## src/rtl/score_pkg.sv

```systemverilog
// Shared types, seven-segment encodings and BCD helpers for the score counter.
package score_pkg;

  localparam int MAX_DIGITS = 6;

  typedef logic [3:0] bcd_t;
  typedef logic [6:0] seg_t;

  typedef enum logic {
    HS_IDLE,
    HS_NEW
  } hs_state_t;

  // Any code above 9 decodes to an unlit digit.
  localparam bcd_t BCD_BLANK = 4'hF;

  localparam seg_t SEG_0     = 7'b0111111;
  localparam seg_t SEG_1     = 7'b0000110;
  localparam seg_t SEG_2     = 7'b1011011;
  localparam seg_t SEG_3     = 7'b1001111;
  localparam seg_t SEG_4     = 7'b1100110;
  localparam seg_t SEG_5     = 7'b1101101;
  localparam seg_t SEG_6     = 7'b1111101;
  localparam seg_t SEG_7     = 7'b0000111;
  localparam seg_t SEG_8     = 7'b1111111;
  localparam seg_t SEG_9     = 7'b1101111;
  localparam seg_t SEG_BLANK = 7'b0000000;

  function automatic seg_t bcd_to_seg(input bcd_t bcd, input logic active_low);
    seg_t seg;
    case (bcd)
      4'd0:    seg = SEG_0;
      4'd1:    seg = SEG_1;
      4'd2:    seg = SEG_2;
      4'd3:    seg = SEG_3;
      4'd4:    seg = SEG_4;
      4'd5:    seg = SEG_5;
      4'd6:    seg = SEG_6;
      4'd7:    seg = SEG_7;
      4'd8:    seg = SEG_8;
      4'd9:    seg = SEG_9;
      default: seg = SEG_BLANK;
    endcase
    return active_low ? ~seg : seg;
  endfunction

  function automatic bcd_t bcd_clamp(input bcd_t d);
    return (d > 4'd9) ? 4'd9 : d;
  endfunction

  // Numeric compare, most significant digit first; unused upper digits are zero.
  function automatic logic bcd_gt(input logic [4*MAX_DIGITS-1:0] a,
                                  input logic [4*MAX_DIGITS-1:0] b);
    logic gt;
    logic decided;
    bcd_t da;
    bcd_t db;
    gt      = 1'b0;
    decided = 1'b0;
    for (int i = MAX_DIGITS - 1; i >= 0; i--) begin
      da = bcd_clamp(a[4*i +: 4]);
      db = bcd_clamp(b[4*i +: 4]);
      if (!decided && (da != db)) begin
        gt      = (da > db);
        decided = 1'b1;
      end
    end
    return gt;
  endfunction

endpackage

```

## src/rtl/score_counter_display_bcd_digit.sv

```systemverilog
// One decimal digit of the score: counts 0..9 and emits a combinational carry.
module bcd_digit
  import score_pkg::*;
(
  input  logic clk,
  input  logic reset,
  input  logic clear,
  input  logic inc_in,
  input  logic sat_hold,
  output bcd_t value,
  output bcd_t next_value,
  output logic carry_out
);

  bcd_t value_q;
  bcd_t value_d;

  // Out-of-range codes behave like 9 so the chain still rolls over cleanly.
  assign carry_out = inc_in & (value_q >= 4'd9);

  always_comb begin
    value_d = value_q;
    if (clear) begin
      value_d = '0;
    end else if (inc_in && !sat_hold) begin
      value_d = (value_q >= 4'd9) ? 4'd0 : value_q + 4'd1;
    end
  end

  always_ff @(posedge clk or posedge reset) begin
    if (reset) begin
      value_q <= '0;
    end else begin
      value_q <= value_d;
    end
  end

  assign value      = value_q;
  assign next_value = value_d;

endmodule

```

## src/rtl/score_counter_display.sv

```systemverilog
// Multi-digit BCD score counter with high-score tracking and seven-segment drive.
module score_counter_display
  import score_pkg::*;
#(
  parameter int NUM_DIGITS     = 2,
  parameter int SATURATE       = 0,
  parameter int ACTIVE_LOW_SEG = 1,
  parameter int BLANK_LEADING  = 0
) (
  input  logic                    clk,
  input  logic                    reset,
  input  logic                    clear,
  input  logic                    up_count,
  output logic [7*NUM_DIGITS-1:0] hex,
  output logic [4*NUM_DIGITS-1:0] score_bcd,
  output logic [4*NUM_DIGITS-1:0] high_bcd,
  output logic                    new_high,
  output logic                    overflow
);

  logic                    up_prev_q, up_prev_d;
  logic                    arm_q, arm_d;
  logic [4*NUM_DIGITS-1:0] high_q, high_d;
  hs_state_t               hs_state_q, hs_state_d;
  logic                    overflow_q, overflow_d;

  logic                    inc;
  logic                    ovf_attempt;
  logic                    sat_hold;
  logic                    raise;
  logic [4*NUM_DIGITS-1:0] score_q;
  logic [4*NUM_DIGITS-1:0] score_next;
  logic [4*MAX_DIGITS-1:0] next_ext;
  logic [4*MAX_DIGITS-1:0] high_ext;

  // arm_q stays low after reset until up_count is seen low, so a level held
  // through reset is not mistaken for a fresh press.
  assign inc      = up_count & ~up_prev_q & arm_q;
  assign sat_hold = (SATURATE != 0) & ovf_attempt;

  for (genvar i = 0; i < NUM_DIGITS; i++) begin : g_digit
    logic dig_inc;
    logic dig_carry;
    bcd_t dig_value;
    bcd_t dig_next;

    if (i == 0) begin : g_lsd
      assign dig_inc = inc;
    end else begin : g_upper
      assign dig_inc = g_digit[i-1].dig_carry;
    end

    bcd_digit u_digit (
      .clk        (clk),
      .reset      (reset),
      .clear      (clear),
      .inc_in     (dig_inc),
      .sat_hold   (sat_hold),
      .value      (dig_value),
      .next_value (dig_next),
      .carry_out  (dig_carry)
    );

    assign score_q[4*i +: 4]    = dig_value;
    assign score_next[4*i +: 4] = dig_next;
  end

  assign ovf_attempt = g_digit[NUM_DIGITS-1].dig_carry;

  always_comb begin
    next_ext                      = '0;
    high_ext                      = '0;
    next_ext[4*NUM_DIGITS-1:0]    = score_next;
    high_ext[4*NUM_DIGITS-1:0]    = high_q;
  end

  assign raise = ~clear & bcd_gt(next_ext, high_ext);

  always_comb begin
    up_prev_d  = up_count;
    arm_d      = arm_q | ~up_count;
    overflow_d = ovf_attempt & ~clear;
    high_d     = high_q;
    hs_state_d = hs_state_q;
    if (raise) begin
      high_d = score_next;
    end
    case (hs_state_q)
      HS_IDLE: if (raise) hs_state_d = HS_NEW;
      HS_NEW:  if (clear) hs_state_d = HS_IDLE;
      default: hs_state_d = HS_IDLE;
    endcase
  end

  always_ff @(posedge clk or posedge reset) begin
    if (reset) begin
      up_prev_q  <= 1'b0;
      arm_q      <= 1'b0;
      high_q     <= '0;
      hs_state_q <= HS_IDLE;
      overflow_q <= 1'b0;
    end else begin
      up_prev_q  <= up_prev_d;
      arm_q      <= arm_d;
      high_q     <= high_d;
      hs_state_q <= hs_state_d;
      overflow_q <= overflow_d;
    end
  end

  // Decode scans from the top digit down so the leading-zero run is known per digit.
  always_comb begin
    logic zero_run;
    logic blank;
    bcd_t d;
    hex      = '0;
    zero_run = 1'b1;
    for (int i = NUM_DIGITS - 1; i >= 0; i--) begin
      d        = score_q[4*i +: 4];
      zero_run = zero_run & (d == 4'd0);
      blank    = (BLANK_LEADING != 0) && (i != 0) && zero_run;
      hex[7*i +: 7] = bcd_to_seg(blank ? BCD_BLANK : d, ACTIVE_LOW_SEG != 0);
    end
  end

  assign score_bcd = score_q;
  assign high_bcd  = high_q;
  assign new_high  = (hs_state_q == HS_NEW);
  assign overflow  = overflow_q;

endmodule

```

## config.mk

```make
export PLATFORM = sky130hd
export DESIGN_NAME = score_counter_display
export DESIGN_NICKNAME = d
export VERILOG_FILES = /design/src/rtl/score_pkg.sv /design/src/rtl/score_counter_display_bcd_digit.sv /design/src/rtl/score_counter_display.sv
export SDC_FILE = /design/constraint.sdc
export NUM_CORES = 1
export LEC_CHECK = 0
export ABC_AREA = 1
export CAP_MARGIN = 20
export CORE_ASPECT_RATIO = 0.8
export CORE_MARGIN = 2
export CORE_UTILIZATION = 40
export DETAILED_ROUTE_END_ITERATION = 8
export PLACE_DENSITY = 0.68
export SLEW_MARGIN = 10
export SYNTH_ARGS = -nofsm -noshare
export SYNTH_HDL_FRONTEND = slang
export SYNTH_SLANG_ARGS = --single-unit
```

## constraint.sdc

```tcl
create_clock -name clk -period 2.5 [get_ports clk]
set_input_delay 0.75 -clock clk [delete_from_list [all_inputs] [get_ports clk]]
set_output_delay 0.75 -clock clk [all_outputs]
set_load 0.02 [all_outputs]
```

==> results.md, run 1 <==
* Die area at 0.004629 mm^2
* Max Buffers Root-to-Sink at 2
* Biggest area consumer among synthesized cells: dfrtp_1
* Synthesized Nets at 234
* Skew final at about 0.0034 ns
* Maxcap violations at 0
* Cts bufs inserted at 3
* Ratio of cells with drive above 1 in the final layout at between 30% and 40%
* CP Max Fanout at 7
* Slew HR at about three quarters
* Post-synthesis sequential area ratio at 30.53%
* RSZ-0062 raised after global routing: yes
* Post-synth EDFFs at 0
* Global-route wire length before repair at 6.561 mm
* Antenna violations before repair at 0
* Final wirelength at 4.020 mm
* Endpoints failing hold at 0
* Chip height at 61.26 um
* Mapped Area at 0.001639 mm^2
* CTS tree: yes
* Pleak at 1.356 nW
* GR Overflow Total at 0
* Fin crit period at 2.462 ns
* Area after DPL at 0.002297 mm^2
* # clock sinks at 20
* Worst-Margin Slew at 0.3689 ns
* Skew-Pair Late Insertion Delay at 0.26 ns
* Site row count at 20
* Vias per std cell at 4.707
* Synth async-reset ratio at 100.0%
* Fin crit share at 98.47%
* Placed cells at 330
* Cell count after synthesis at 212
* Setup crit start kind: flop
* Yosys reg bits at 20
* Number of diodes at 0
* PortBufs at 35
* Ranking of synthesized cells by area: dfrtp_1 31%, ha_1 14%, nand2_1 13%
* Via count at 1605
* Final GP Congestion at 0.8217
* Routed Antenna Nets at 0
* PwrDens at around 430 mW/mm^2
* Routed len/inst at 11.79 um
* Fin nets at 309
* Critical path required time at 2.66 ns
* Drt pass-1 iters at 4
* Worst Path Arrival at 2.62 ns
* Final Worst Setup Slack at 0.03826 ns
* Total GRT Usage at around 18%
* Clock slew at reported path FFs at 0.08 ns
* Worst Setup End Kind: flop
* Largest net degree at the start of global routing at 21
* Syn-to-layout area delta at 55.95%
* Hold WC Path Type: reg -> reg
* Yosys warning count at 0
* Slew Viols, Final at 0
* Run status: complete, no violations
* Hold WS at 0.5083 ns
* Die W at 75.57 um
* Most frequent cell after synthesis: nand2_1
* Htree depth at 1
* Area share of the largest cell type after synthesis at 30.53%
* Initial Util at 42.53%
* Area of the core at 0.003854 mm^2
* Final core occ at about two thirds
* DRC at 0
* Vias in the first global route at 1494
* Fin cells at 341
* DR iter-0 viols at 52
* Final Instance Area at 0.002556 mm^2
* CTS Root Cell: clkbuf_8
* Fmax achieved at 0.4062 GHz
* Final-report setup violation count at 0
* Post-synth cell types at 28
* Syn_area_per_cell at between 7 and 8 um^2
* Setup CP Type: reg -> reg
* Synth top cells by count: 56 x nand2_1, 32 x inv_1, 20 x dfrtp_1, 18 x ha_1, 18 x o21ai_0
* Post-DP HPWL at around 2.8 mm
* Pre-CTS WS at -0.8021 ns
* Ys flop type: dfrtp_1
* Peak supply drop at 0.2712 mV
* IO Count at 36
==> cell usage in the layout, fill, tap and decap left out, drive strengths merged <==
| cell type | n |
|---|---|
| a21oi | 6 |
| buf | 38 |
| bufinv | 1 |
| clkbuf | 5 |
| clkdlybuf4s50 | 19 |
| clkinv | 1 |
| dfrtp | 20 |
| dlygate4sd2 | 12 |
| dlymetal6s2s | 1 |
| ha | 18 |
| inv | 34 |
| nand2 | 64 |
| nand3 | 11 |
| nand4 | 2 |
| nor2 | 22 |
| nor3 | 1 |
| o21ai | 25 |
| o21bai | 2 |
| or2 | 1 |
| xor2 | 3 |
==> power breakdown <==
part	internal, mW	switching, mW
clock network	0.214	0.117
logic	0.163	0.230
registers	0.347	0.0231
==> stage by stage <==
step / setup TNS (ns) / power, mW
floorplan: -0.01016 / 0.5914
global placement: -6.917 / 0.7130
detailed placement: -7.050 / 0.7171
CTS: 0 / 1.077
global route: -0.7193 / 1.160
finish: 0 / 1.094
==> logic make-up after synthesis <==
group           synth area share, %
compound gates                12.67
xor+xnor                      1.603
fa+ha+maj                     13.74
buf+inv                       10.00
flops                         30.53
simple gates                  31.45
==> area by class of cell <==
cell class | count | area (um^2)
Fill cell | 344 | 1297
Multi-Input combinational cell | 155 | 1160
Timing Repair Buffer | 72 | 610.6
Sequential cell | 20 | 506.7
Inverter | 35 | 138.9
Tap cell | 55 | 68.82
Clock buffer | 3 | 41.29
Clock inverter | 1 | 30.03
==> registers in the layout, summed over array words and instances, names as in the netlist <==
register and cells:
high_bcd 8, new_high 1, up_prev_q 1, g_digit.u_digit.value 8, overflow 1, arm_q 1
==> per-layer routing <==
metal | GRT usage (%) | wire length, um
met4 | 2.256 | 73
met1 | 25.03 | 1879
met3 | 4.092 | 105
met5 | 0 | 0
met2 | 31.55 | 1962
==> timing repair <==
item                       4_1_cts  5_1_grt
pin swaps                        4       19
cloned                           1        0
setup endpoints to repair       23       17
hold buffers                     0        0
setup buffers                    2        4
gates resized for setup         26       44
==> worst max-delay path, cell delays in order, from the launching register on <==
cell     delay (ns)
dfrtp_2        0.43
inv_2          0.07
ha_4           0.18
nand2_4        0.07
nor2_4         0.04
nor2_4         0.17
nand2_2        0.09
nor2_4         0.14
nor2_4         0.07
buf_6          0.12
ha_4           0.27
nand2_4        0.05
nor2_4         0.13
nor2_4         0.04
a21oi_4        0.23
nand2_4        0.13
nand2_2        0.08
nand2_1        0.04
==> path summary, 6_finish.rpt <==
kind	start	endpoint	slack [ns]	cells after the start
setup / recovery	g_digit[0].u_digit.value[0]$_DFF_PP0_	high_bcd[7]$_DFFE_PP0P_	0.04	17
hold / removal	high_bcd[4]$_DFFE_PP0P_	high_bcd[4]$_DFFE_PP0P_	0.51	2
setup reg to reg	g_digit[0].u_digit.value[0]$_DFF_PP0_	high_bcd[7]$_DFFE_PP0P_	0.04	17
hold reg to reg	high_bcd[4]$_DFFE_PP0P_	high_bcd[4]$_DFFE_PP0P_	0.51	2
max in group asynchronous	reset	g_digit[1].u_digit.value[0]$_DFF_PP0_	1.44	3
min in group asynchronous	reset	up_prev_q$_DFF_PP0_	0.82	3
Power figures use the tool's default switching activity.
==> run 2: changes to the inputs <==
- CTS_BUF_LIST: not set -> sky130_fd_sc_hd__clkbuf_8 sky130_fd_sc_hd__clkbuf_16
- TNS_END_PERCENT: not set -> 50
==> run 2 against run 1 <==
Effect of this change: via count did not move; non-clock buffer count did not move; combinational power barely moved; critical path type unchanged; first-iteration DRC count did not move; final cell count did not move; critical path depth did not move; setup slack did not move; sequential cell count did not move; sequential share of layout area barely moved; core utilization rose by 0.13 points; clock-buffer cell count did not move; routed wire length barely moved.
==> results.md, run 2 (synthesis results as in run 1) <==
* Run status: complete, no violations
* Routed Antenna Nets at 0
* Critical-path cell list: inv_2, ha_4, nand2_4, nor2_4, nor2_4, nand2_2, nor2_4, nor2_4, buf_6, ha_4, nand2_4, nor2_4, nor2_4, a21oi_4, nand2_4, nand2_2, nand2_1
* Number of diodes at 0
* PortBufs at 35
* Vias in the first global route at 1494
* Total GRT Usage at 18.49%
* Site row count at 20
* Initial Util at 42.53%
* Hold buffer count at cts at 0
* DR iter-0 viols at 52
* Skew-Pair Late Insertion Delay at around 0.26 ns
* Htree depth at 1
* Die area at roughly 0.0046 mm^2
* Vias per std cell at 4.707
* Worst Path Arrival at 2.62 ns
* Fmax achieved at 0.4062 GHz
* Drt pass-1 iters at 4
* Final core occ at around 66%
* Setup crit start kind: flop
* CTS tree: yes
* Antenna violations before repair at 0
* Setup CP Type: reg -> reg
* Die W at 75.57 um
* Final GP Congestion at 0.8217
* Maxcap violations at 0
* Area of the core at between 0.003 and 0.004 mm^2
* Endpoints failing hold at 0
* Worst path buffer plus inverter count at 2
* CP top delay family: simple AND/OR/NAND/NOR gates
* Hold WC Path Type: reg -> reg
* Setup_tns at 0 ns
* Placed cells at 330
* # clock sinks at 20
* Commonest cells after routing, fill and taps aside: 46 x nand2_1, 36 x buf_4, 27 x inv_1
* Commonest non-fill, non-tap cell in the layout: nand2_1
* Fin cells at 341
* Skew final at about 0.0034 ns
* Cts bufs inserted at 3
* Ratio of cells with drive above 1 in the final layout at 39.51%
* Max incr delay on CP at 0.43 ns
* GR Overflow Total at 0
* Slew Viols, Final at 0
* Post-DP HPWL at 2.837 mm
* Syn-to-layout area delta at 56.26%
* Final wirelength at 4.018 mm
* Routed len/inst at 11.78 um
* HP Start: high_bcd[4]$_DFFE_PP0P_
* Fin crit period at 2.462 ns
* CP max stage cell: dfrtp_2
* Critical path required time at about 2.7 ns
* Global-route wire length before repair at 6.561 mm
* Setup crit start: g_digit[0].u_digit.value[0]$_DFF_PP0_
* Slew HR at 75.41%
* Peak supply drop at approximately 0.27 mV
* Fin nets at 309
* Worst-Margin Slew at 0.3689 ns
* RSZ-0062 raised after global routing: yes
* IO Count at 36
* Largest net degree at the start of global routing at 21
* Pleak at 1.357 nW
* Most used cell, CP: nor2_4
* Clock slew at reported path FFs at approximately 0.080 ns
* Worst Setup End Kind: flop
* Chip height at approximately 61 um
* PwrDens at between 400 and 500 mW/mm^2
* DRC at 0
* Via count at 1605
* Final-report setup violation count at 0
* Fin crit share at 98.47%
* CTS Root Cell: clkbuf_8
* CP Max Fanout at 7
* FF-to-FF Start: g_digit[0].u_digit.value[0]$_DFF_PP0_
* Max Buffers Root-to-Sink at 2
-- run 2: cell count changes in the layout (fill, tap and decap cells not counted) --
| cell | before | now |
|---|---|---|
| clkdlybuf4s15_1 | 0 | 1 |
| clkbuf_2 | 2 | 1 |
-- run 2: what timing repair did --
action | in CTS | in global routing
setup buffers | 2 | 4
gates resized for setup | 26 | 42
setup endpoints to repair | 23 | 17
pin swaps | 4 | 19
gates cloned | 1 | 0
-- run 2: worst paths after layout --
| check | end | slack (ns) | depth (start not counted) |
|---|---|---|---|
| min | high_bcd[4]$_DFFE_PP0P_ | 0.51 | 2 |
| min reg2reg | high_bcd[4]$_DFFE_PP0P_ | 0.51 | 2 |
| max in group asynchronous | g_digit[1].u_digit.value[0]$_DFF_PP0_ | 1.44 | 3 |
| min in group asynchronous | up_prev_q$_DFF_PP0_ | 0.82 | 3 |
| max reg2reg | high_bcd[7]$_DFFE_PP0P_ | 0.04 | 17 |
| max | high_bcd[7]$_DFFE_PP0P_ | 0.04 | 17 |
-- run 2: tightest hold or removal path, stage by stage, from the launching register on --
cell,delay (ns)
dfrtp_1,0.36
nand2_1,0.07
o21ai_2,0.05
-- run 2: through the flow --
stage	hold slack, ns	setup slack (ns)	instance area (um^2)	total power, mW
6_report	0.5083	0.03826	2561	1.094
2_1_floorplan	0.5873	-0.008400	1673	0.5914
3_3_place_gp	0.4985	-0.7873	2297	0.7130
5_1_grt	0.5302	-0.08331	2561	1.161
4_1_cts	0.5136	0.02585	2386	1.077
3_5_place_dp	0.4947	-0.8021	2297	0.7171
-- run 2: routing by layer --
layer / track usage (%) / part of all wire (%) / vias to the layer above
li1: - / - / 814
met2: 31.55 / 49 / 31
met1: 25.03 / 47 / 753
met3: 4.092 / 2.6 / 7
met4: 2.256 / 1.8 / 0
met5: 0 / 0 / -
-- run 2: layout make-up --
type                    instances  area (um^2)
fillers                       343         1292
multi-input cells             155         1160
repair buffers                 72        615.6
flip-flops and latches         20        506.7
inverters                      35        138.9
well taps                      55        68.82
clock buffers                   3        41.29
clock inverters                 1        30.03
-- run 2: power by group --
part	switching [mW]	total, mW	leakage [nW]	internal [mW]
logic	0.230	0.393	1.06	0.163
clock network	0.117	0.331	0.0357	0.214
registers	0.0231	0.371	0.260	0.347
total	0.370	1.09	1.36	0.725
==> run 3: changes to the inputs <==
- PLACE_DENSITY: 0.68 -> 0.66
- RECOVER_POWER: not set -> 25
- clock period: 2.5 -> 2.8 ns (I/O delays scaled with it)
==> run 3 against run 2 <==
Effect of this change: final cell count is 3.5% lower; setup slack better by 0.070 ns; global-route usage is 1.8 points lower; core utilization is 6.2 points lower; clock skew is 0.00098 ns higher; via count is 8.2% lower; clock-buffer cell count is 1 higher; power is 20% lower; worst hold slack better by 0.0071 ns; sequential share of layout area is 1.9 points higher; cell area is 9.4% lower; routed wire length is 12% lower.
==> results.md, run 3 (synthesis results as in run 1) <==
* Area of the core at 0.003854 mm^2
* Cts bufs inserted at 3
* Critical path required time at 2.99 ns
* Ratio of cells with drive above 1 in the final layout at 25.91%
* Setup crit start kind: primary input
* CP max stage cell: ha_1
* Pleak at around 1.3 nW
* Skew final at 0.004331 ns
* Clock slew at reported path FFs at 0.08 ns
* Global-route wire length before repair at 5.782 mm
* Net Switching at 0.3070 mW
* Comb pwr share at 37.2%
* Placed cells at 320
* Critical-path cell list: clkdlybuf4s15_1, nand2_2, nor2_8, nand3_4, nand2_2, nand2_2, nor2_4, nor2_1, ha_1, nand2_1, nor2_2, nor2_1, a21oi_4, nand2_4, o21ai_1
* Footprint of the multi-input gates at between 0.001 and 0.0015 mm^2
* Run status: complete, no violations
* Largest net degree at the start of global routing at 21
* Site row count at 20
* Die W at 75.57 um
* Routed Antenna Nets at 0
* CTS Root Cell: clkbuf_8
* Top sig layer: met4
* Wire length on met3 at 124 um
* FF-to-FF Start: g_digit[0].u_digit.value[1]$_DFF_PP0_
* Clk network pwr share at 25.5%
* PortBufs at 35
* Register area at 503.0 um^2
* Skew-Pair Late Insertion Delay at 0.26 ns
* Worst-Margin Slew at 1.138 ns
* Fin nets at 297
* DRT met1 WL at approximately 1.8 mm
* Hold WS at between 0.5 and 0.6 ns
* Final wirelength at 3.545 mm
* Final core occ at 60.23%
* Share of total power in sequential cells at 37.3%
* Vias in the first global route at 1278
* PwrDens at between 300 and 400 mW/mm^2
* Fin crit share at 96.13%
* Slew Viols, Final at 0
* Total GRT Usage at 16.68%
* Syn-to-layout area delta at 41.60%
* Fin cells at between 300 and 400
* Commonest non-fill, non-tap cell in the layout: nand2_1
* Fill count at 374
* Initial Util at between 40% and 50%
* Setup crit start: up_count
* WL met2 at 1.549 mm
* IO Count at 36
* Final GP Congestion at 0.8315
* CTS tree: yes
* Hold WC Path Type: reg -> reg
* DR iter-0 viols at 42
* Sw frac at roughly a third
* Routed len/inst at 10.78 um
* Pre-CTS WS at -0.5093 ns
* Via count at 1474
* Post-DP HPWL at 2.694 mm
* Fin crit period at roughly 2.7 ns
* Internal at 0.5720 mW
* Fmax achieved at about 0.37 GHz
* HP Start: new_high$_DFF_PP0_
* RSZ-0062 raised after global routing: yes
* Endpoints failing hold at 0
* Number of diodes at 0
* Commonest cells after routing, fill and taps aside: 55 x nand2_1, 30 x inv_1, 26 x clkdlybuf4s50_1
* Htree depth at 1
* Setup CP Type: in -> reg
* DRC at 0
* Drt pass-1 iters at 4
* # clock sinks at 20
* CP Max Fanout at 7
* Most used cell, CP: nand2_2
* Worst Path Arrival at 2.88 ns
* Vias per std cell at 4.480
* Die area at 0.004629 mm^2
* Slew HR at roughly 24%
* Peak supply drop at 0.3267 mV
* Antenna violations before repair at 0
* Final Worst Setup Slack at 0.1083 ns
* Chip height at between 60 and 70 um
* Final-report setup violation count at 0
* Hold buffer count at cts at 0
* Max incr delay on CP at ~0.3 ns
* Maxcap violations at 0
* Worst Setup End Kind: flop
* GR Overflow Total at 0
* Max Buffers Root-to-Sink at 2
[run 3: cell types whose count changed in the layout (fill, tap and decap cells not counted), moves of 4 or more]
| cell | change |
|---|---|
| clkdlybuf4s50_1 | +7 |
| ha_4 | -4 |
| ha_1 | +5 |
| nand2_1 | +9 |
| nor2_1 | +5 |
| buf_4 | -13 |
| dlygate4sd2_1 | -9 |
| nand2_2 | -6 |
[run 3: power groups by stage]
stage          Sequential (mW)  Clock [mW]  Combinational (mW)
2_1_floorplan            0.357           0               0.166
3_3_place_gp             0.334           0               0.293
3_5_place_dp             0.334           0               0.297
4_1_cts                  0.328       0.237               0.320
5_1_grt                  0.331       0.244               0.363
6_report                 0.328       0.224               0.327
[run 3: metal layers]
layer	vias up	GRT usage [%]
li1	791	-
met1	655	24.09
met2	24	25.47
met3	4	4.092
met4	0	3.759
met5	-	0
[run 3: area by class of cell]
cell class,count,share of cell area (%)
Multi-Input combinational cell,155,43.67
Timing Repair Buffer,60,23.45
Sequential cell,20,21.67
Inverter,35,5.876
Tap cell,55,2.965
Clock buffer,4,2.372
[run 3: worst max-delay path: cells and delay by family]
kind | cells | cell delay (ns)
buffers and inverters | 1 | 0.20
adder cells (fa/ha/maj) | 1 | 0.30
AND/OR/NAND/NOR | 11 | 1.14
AO/OA/AOI/OAI | 2 | 0.40
[run 3: final timing paths]
kind                                                          to  slack [ns]  cells past startpoint
max reg2reg                              high_bcd[2]$_DFFE_PP0P_        0.17                     16
max in group asynchronous  g_digit[1].u_digit.value[2]$_DFF_PP0_        0.67                      3
min reg2reg                                   new_high$_DFF_PP0_        0.52                      2
max                                      high_bcd[2]$_DFFE_PP0P_        0.11                     15
min in group asynchronous                        arm_q$_DFF_PP0_        1.37                      3
min                                           new_high$_DFF_PP0_        0.52                      2
[run 3: what timing repair did]
action                     4_1_cts  5_1_grt
setup endpoints to repair       13       18
hold endpoints to repair         0        0
gates cloned                     1        0
buffers inserted                 0        4
resized for setup                9       15
pin swaps                        7        8
[run 3: through the flow]
stage	area [um^2]	power [mW]	setup TNS (ns)
2_1_floorplan	1639	0.5230	0
3_3_place_gp	2188	0.6267	-4.079
3_5_place_dp	2188	0.6306	-4.409
4_1_cts	2265	0.8852	0
5_1_grt	2321	0.9383	-0.1328
6_report	2321	0.8790	0
